### config.mk
export PLATFORM = sky130hd
export DESIGN_NAME = rr_arb_weighted_flat
export DESIGN_NICKNAME = d
export VERILOG_FILES = /design/src/rtl/rr_arb_weighted_if.sv /design/src/rtl/rr_arb_weighted.sv /design/src/flat_wrapper.sv
export SDC_FILE = /design/constraint.sdc
export NUM_CORES = 1
export LEC_CHECK = 0
export CAP_MARGIN = 20
export CORE_MARGIN = 2
export CORE_UTILIZATION = 50
export DETAILED_ROUTE_END_ITERATION = 8
export GPL_ROUTABILITY_DRIVEN = 0
export PLACE_DENSITY = 0.79
export SLEW_MARGIN = 0
export SYNTH_ARGS = -nofsm -noshare
export SYNTH_HDL_FRONTEND = slang
export SYNTH_SLANG_ARGS = --single-unit
### constraint.sdc
create_clock -name clk -period 3.6 [get_ports clk]
set_clock_uncertainty 0.15 [all_clocks]
set_input_delay 0.72 -clock clk [delete_from_list [all_inputs] [get_ports clk]]
set_output_delay 0.72 -clock clk [all_outputs]
set_load 0.02 [all_outputs]
### src/rtl/rr_arb_weighted_if.sv
// Bus bundle for rr_arb_weighted: request/weight/pause in, grant out.
// The lock signal exists only when RR_ARB_LOCK_EN is defined.
interface rr_arb_weighted_if #(
  parameter int N  = 4,
  parameter int WW = 3,
  parameter int IW = $clog2(N)
);
  logic [N-1:0]    req;
  logic [N*WW-1:0] weight;
  logic            pause;
  logic [N-1:0]    gnt;
  logic [IW-1:0]   gnt_id;
  logic            gnt_last;
`ifdef RR_ARB_LOCK_EN
  logic            lock;

  modport master (output req, weight, pause, lock, input gnt, gnt_id, gnt_last);
  modport slave  (input req, weight, pause, lock, output gnt, gnt_id, gnt_last);
`else
  modport master (output req, weight, pause, input gnt, gnt_id, gnt_last);
  modport slave  (input req, weight, pause, output gnt, gnt_id, gnt_last);
`endif
endinterface

### src/rtl/rr_arb_weighted.sv
// Weighted round-robin arbiter with registered multi-cycle burst grants.
// A grant lasts weight[owner]+1 cycles (weight sampled at grant start),
// then passes to the next requester after the last released owner.
// pause blanks the grant and freezes all arbitration state.
// Optional feature macro: RR_ARB_LOCK_EN adds a lock input that holds the
// current burst until the owner drops its request.
module rr_arb_weighted #(
  parameter  int N  = 4,
  parameter  int WW = 3,
  localparam int IW = $clog2(N)
) (
  input  logic              clk,
  input  logic              rst_n,
  rr_arb_weighted_if.slave  bus
);

  typedef enum logic [0:0] {
    ST_IDLE  = 1'b0,
    ST_GRANT = 1'b1
  } state_t;

  state_t        state_q;
  logic [IW-1:0] owner_q;
  logic [IW-1:0] ptr_q;
  logic [WW-1:0] cnt_q;
  logic [N-1:0]  gnt_q;
  logic          gnt_last_q;

  logic          lock_s;
  logic [IW-1:0] pick_s;
  logic [WW-1:0] pick_w_s;
  logic [N-1:0]  pick_oh_s;
  logic [N-1:0]  own_oh_s;
  logic          release_s;
  logic          any_req_s;

`ifdef RR_ARB_LOCK_EN
  assign lock_s = bus.lock;
`else
  assign lock_s = 1'b0;
`endif

  // First set request bit strictly after index p, wrapping; p itself is last.
  function automatic logic [IW-1:0] rr_pick(input logic [N-1:0] r,
                                            input logic [IW-1:0] p);
    logic [IW-1:0] idx;
    rr_pick = p;
    for (int i = N; i >= 1; i--) begin
      idx = IW'((int'(p) + i) % N);
      if (r[idx]) begin
        rr_pick = idx;
      end
    end
  endfunction

  // Search, release decision and the weight of the candidate winner.
  always_comb begin
    any_req_s = |bus.req;
    if (state_q == ST_GRANT) begin
      // On release ptr becomes owner, so search from the owner directly.
      pick_s = rr_pick(bus.req, owner_q);
    end else begin
      pick_s = rr_pick(bus.req, ptr_q);
    end
    pick_w_s  = bus.weight[int'(pick_s)*WW +: WW];
    pick_oh_s = {{(N-1){1'b0}}, 1'b1} << pick_s;
    own_oh_s  = {{(N-1){1'b0}}, 1'b1} << owner_q;
    release_s = ~bus.req[owner_q] | ((cnt_q == {WW{1'b0}}) & ~lock_s);
  end

  // Arbitration FSM with registered grant outputs.
  always_ff @(posedge clk or negedge rst_n) begin
    if (!rst_n) begin
      state_q    <= ST_IDLE;
      owner_q    <= {IW{1'b0}};
      ptr_q      <= IW'(N-1);
      cnt_q      <= {WW{1'b0}};
      gnt_q      <= {N{1'b0}};
      gnt_last_q <= 1'b0;
    end else begin
      case (state_q)
        ST_IDLE: begin
          if (bus.pause) begin
            gnt_q      <= {N{1'b0}};
            gnt_last_q <= 1'b0;
          end else if (any_req_s) begin
            owner_q    <= pick_s;
            cnt_q      <= pick_w_s;
            gnt_q      <= pick_oh_s;
            gnt_last_q <= (pick_w_s == {WW{1'b0}}) & ~lock_s;
            state_q    <= ST_GRANT;
          end else begin
            gnt_q      <= {N{1'b0}};
            gnt_last_q <= 1'b0;
          end
        end
        ST_GRANT: begin
          if (bus.pause) begin
            // Everything holds; a coinciding burst end is deferred.
            gnt_q      <= {N{1'b0}};
            gnt_last_q <= 1'b0;
          end else if (release_s) begin
            ptr_q <= owner_q;
            if (any_req_s) begin
              // Back-to-back handover, no idle bubble.
              owner_q    <= pick_s;
              cnt_q      <= pick_w_s;
              gnt_q      <= pick_oh_s;
              gnt_last_q <= (pick_w_s == {WW{1'b0}}) & ~lock_s;
            end else begin
              gnt_q      <= {N{1'b0}};
              gnt_last_q <= 1'b0;
              state_q    <= ST_IDLE;
            end
          end else if (lock_s) begin
            gnt_q      <= own_oh_s;
            gnt_last_q <= 1'b0;
          end else begin
            cnt_q      <= cnt_q - WW'(1);
            gnt_q      <= own_oh_s;
            gnt_last_q <= (cnt_q == WW'(1));
          end
        end
        default: begin
          state_q    <= ST_IDLE;
          gnt_q      <= {N{1'b0}};
          gnt_last_q <= 1'b0;
        end
      endcase
    end
  end

  assign bus.gnt      = gnt_q;
  assign bus.gnt_id   = owner_q;
  assign bus.gnt_last = gnt_last_q;

endmodule

### src/flat_wrapper.sv
// flat-port wrapper written by rule: the top's interface ports become plain ports
module rr_arb_weighted_flat 
#(
  parameter  int N  = 4,
  parameter  int WW = 3,
  localparam int IW = $clog2(N)
)
  (clk, rst_n, bus_req, bus_weight, bus_pause, bus_gnt, bus_gnt_id, bus_gnt_last);
  rr_arb_weighted_if #(.N(N), .WW(WW)) bus_i ();
  input  logic clk;
  input  logic rst_n;
  input wire logic [$bits(bus_i.req)-1:0] bus_req;
  input wire logic [$bits(bus_i.weight)-1:0] bus_weight;
  input wire logic [$bits(bus_i.pause)-1:0] bus_pause;
  output wire logic [$bits(bus_i.gnt)-1:0] bus_gnt;
  output wire logic [$bits(bus_i.gnt_id)-1:0] bus_gnt_id;
  output wire logic [$bits(bus_i.gnt_last)-1:0] bus_gnt_last;
  assign bus_i.req = bus_req;
  assign bus_i.weight = bus_weight;
  assign bus_i.pause = bus_pause;
  assign bus_gnt = bus_i.gnt;
  assign bus_gnt_id = bus_i.gnt_id;
  assign bus_gnt_last = bus_i.gnt_last;
  rr_arb_weighted #(.N(N), .WW(WW)) u_core (.clk(clk), .rst_n(rst_n), .bus(bus_i));
endmodule
==> summary.md <==
| Metric | Value |
|---|---|
| Post-Syn Area per Cell | `9.13 µm²` |
| Adder-cell area share of the yosys netlist | `7.22%` |
| Clock transition at path regs | `0.08 ns` |
| Yosys top cell area share | `22.7%` |
| Shortest clock period the worst path allows after layout | `3.14 ns` |
| Worst Reg2Reg Path Length in Cells | `8` |
| Post-CTS setup repair buffer count | `0` |
| Number of sinks handled by clock tree synthesis | `13` |
| Kind of end point of the critical path | `flip-flop` |
| Clock network fraction of design power | `8.1%` |
| DR pass1 iterations | `4` |
| Startpoint Class | `input port` |
| Number of nets in the final layout | `182` |
| Yosys warnings | `0` |
| Number of gates resized after cts | `0` |
| Terminus of the critical flop-to-flop path | `u_core.cnt_q[0]` |
| Grt ovf | `0` |
| Die extent in y | `53.3 µm` |
| Number of nets produced by synthesis | `159` |
| TritonCTS clock tree | `built` |
| Leakage | `0.000624 µW` |
| Least-Margin Pin Slew | `0.568 ns` |
| Syn-to-layout area delta | `21.4%` |
| Worst slew margin | `62.0%` |
| Routed len/inst | `16.2 µm` |
| EDFF count, synth | `0` |
| Starting density of the core | `53.8%` |
| Largest family of logic cells by synthesized area | `compound AO/OA/AOI/OAI gates` |
| FFs w/ async S/R, synth | `100%` |
| Compound-cell area share of the yosys netlist | `25.9%` |
| Part of the total power dissipated in combinational logic | `68.9%` |
| Row cnt | `17` |
| Met2 demand-to-capacity share in global routing | `39.7%` |
| Worst min-delay path endpoint | `u_core.cnt_q[2]` |
| Maximum number of pins on one net before global-route repair | `15` |
| Setup repair after global routing missed its margin | `false` |
| Maximum clock frequency | `0.319 GHz` |
| Diode insertion count for antenna repair | `0` |
| DR vias | `1162` |
| Top post-synthesis cells by count | `dfrtp_1, nor2_1, nand2_1, o21ai_0` |
| Number of global-route vias before repair | `1072` |
| Count of final max-slew check failures | `0` |
| DRT Wirelength | `2970 µm` |
| Post-route fraction of the period consumed by the critical path | `87.2%` |
| Top cell type by total area after synthesis | `dfrtp_1` |
| Ratio of cells with drive above 1 in the final layout | `13.5%` |
| Synthesized flop and latch total | `13` |
| Residual DRC count | `0` |
| Startpoint of the worst register-to-register path | `u_core.bus.gnt_id[0]` |
| Worst setup timing slack at the placement stage | `0.243 ns` |
| Routing usage on met3 | `3.67%` |
| Filler instances | `206` |
| Buffer type at the clock tree root | `clkbuf_4` |
| CP Class | `input port to flip-flop` |
| Number of buffers added on ports | `25` |
| Setup slack of the most critical reg-to-reg path | `0.78 ns` |
| Grt peak-use layer | `met2` |
| Global-route wire length before repair | `4820 µm` |
| Number of I/O pins | `26` |
| Chip width | `53.3 µm` |
| Die Area | `0.00284 mm²` |
| Hold Violations, Final | `0` |
| Internal Dissipation | `611 µW` |
| Total number of H-tree levels | `1` |
| Post-synth design cell area | `0.00121 mm²` |
| Setup tns final | `0 ns` |
| First-iteration detailed-routing DRC count | `29` |
| Sequential share of power | `22.9%` |
| Max-Cap Viols | `0` |
| Depth of the worst hold-timing path | `2` |
| Post-Layout Cell Count | `183` |
| Overall track demand over capacity in global routing | `23.8%` |
| Multiplexer fraction of the synthesized cell area | `10.4%` |
| Dominant cell by count in the synthesized netlist | `dfrtp_1` |
| Ranking of synthesized cells by area | `dfrtp_1, ha_1, mux2i_1` |
| Number of hold buffers added after cts | `0` |
| Result of the run | `completed` |
| Cell count after placement | `179` |
| Power density cells | `787 mW/mm²` |
| HPWL after detailed placement | `2290 µm` |
| Via density per instance | `6.35` |
| Initial antenna violation count | `0` |
| Clock network latency to the later pin of the worst-skew pair | `0.29 ns` |
| Type of the worst min-delay path | `flip-flop to flip-flop` |
| Switch Pwr | `549 µW` |
| Critical-path maximum fanout | `14` |
| Area share of xor/xnor cells in the synthesized design | `0%` |
| Data arrival, critical path | `3.17 ns` |
| Final setup violation count | `0` |
| Hold Startpoint | `u_core.cnt_q[2]` |
| Core ar. | `0.00225 mm²` |
| Share of synthesized cell area in and, or, nand and nor gates | `20.9%` |
| Inserted Clock Buffers | `3` |
| Global-route met1 utilization | `28.3%` |
| Share of synthesized area occupied by flip-flops and latches | `27.0%` |
| Crit path required time | `3.63 ns` |
| Sw frac | `47.3%` |
| Number of nets still failing antenna checks after routing | `0` |
| Number of standard cells after synthesis | `133` |
| Number of different library cells in the post-synthesis netlist | `50` |
| Worst supply voltage drop on vdd | `0.421 mV` |
| Primary flip-flop cell chosen by synthesis mapping | `dfrtp_1` |
| Maximum clock path buffer count | `2` |
| Least setup slack across all paths after layout | `0.461 ns` |
-- metrics by stage --
step | util (%) | total power [µW] | cell area (µm²) | hold WS [ns]
after floorplan | - | 856 | 1210 | 0.274
after global placement | 64.2 | 1020 | 1450 | 0.370
after detailed placement | 64.2 | 1060 | 1450 | 0.397
after CTS | 65.4 | 1150 | 1470 | 0.420
after global routing | 65.4 | 1250 | 1470 | 0.464
final | 65.4 | 1160 | 1470 | 0.427
-- sequential cells by signal, summed over array words and instances, names as in the netlist --
| name | count |
|---|---|
| u_core.bus.gnt_last | 1 |
| u_core.bus.gnt_id | 2 |
| u_core.bus.gnt | 4 |
| u_core.cnt_q | 3 |
| u_core.state_q | 1 |
| u_core.ptr_q | 2 |
-- layout make-up --
type	instances	area (µm²)	share of cell area, %
Sequential cell	13	328	22.2
Clock buffer	4	26.3	1.78
Multi-Input combinational cell	102	782	53.1
Timing Repair Buffer	28	273	18.5
Inverter	8	30.0	2.04
Tap cell	28	35.0	2.38
-- metal layers --
metal	vias to the layer above	routed length, µm
li1	548	-
met3	10	125
met2	41	1450
met4	0	84
met1	563	1300
met5	-	0
-- kinds of logic (layout without fill, tap and decap cells) --
| kind of cell | count (synthesis) | in the layout |
|---|---|---|
| buffers and inverters | 18 | 40 |
| muxes | 11 | 11 |
| and+or+nand+nor | 44 | 44 |
| DFF | 13 | 13 |
| AOI/OAI and AO/OA | 40 | 40 |
| adders and majority gates | 7 | 7 |
-- worst max-delay path, stage by stage --
cell and delay (ns):
clkdlybuf4s50_1 0.65, mux2i_1 0.15, or3_1 0.36, o2111ai_1 0.15
nand4_2 0.35, a2111o_1 0.51, o311a_1 0.15, o211a_1 0.14
-- how the worst max path moves through the flow --
stage                          from         endpoint  slack [ns]  cells past startpoint
2_1_floorplan  u_core.bus.gnt_id[0]  u_core.cnt_q[0]        0.84                     10
3_3_place_gp             bus_req[3]  u_core.cnt_q[0]        0.40                      8
3_5_place_dp             bus_req[3]  u_core.cnt_q[0]        0.24                      8
4_1_cts                  bus_req[3]  u_core.cnt_q[0]        0.51                      8
5_1_grt                  bus_req[1]  u_core.cnt_q[0]        0.29                      8
6_report                 bus_req[3]  u_core.cnt_q[0]        0.46                      8
-- power by group through the flow --
stage	combinational [µW]	sequential (µW)	clock (µW)
detailed placement	790	268	0
global route	876	274	98.1
finish	800	266	94.3
CTS	795	266	91.3
floorplan	555	300	0
global placement	759	263	0
-- placed cells by master (no fill, tap or decap), types with 4 or more instances in the layout --
| cell | count |
|---|---|
| mux2i_1 | 7 |
| o211ai_1 | 4 |
| dfrtp_1 | 11 |
| clkdlybuf4s50_1 | 25 |
| nand2_1 | 9 |
| o21ai_0 | 9 |
| nor3_1 | 4 |
| ha_1 | 7 |
| inv_1 | 7 |
| nor2_1 | 10 |
Power figures use the tool's default switching activity.
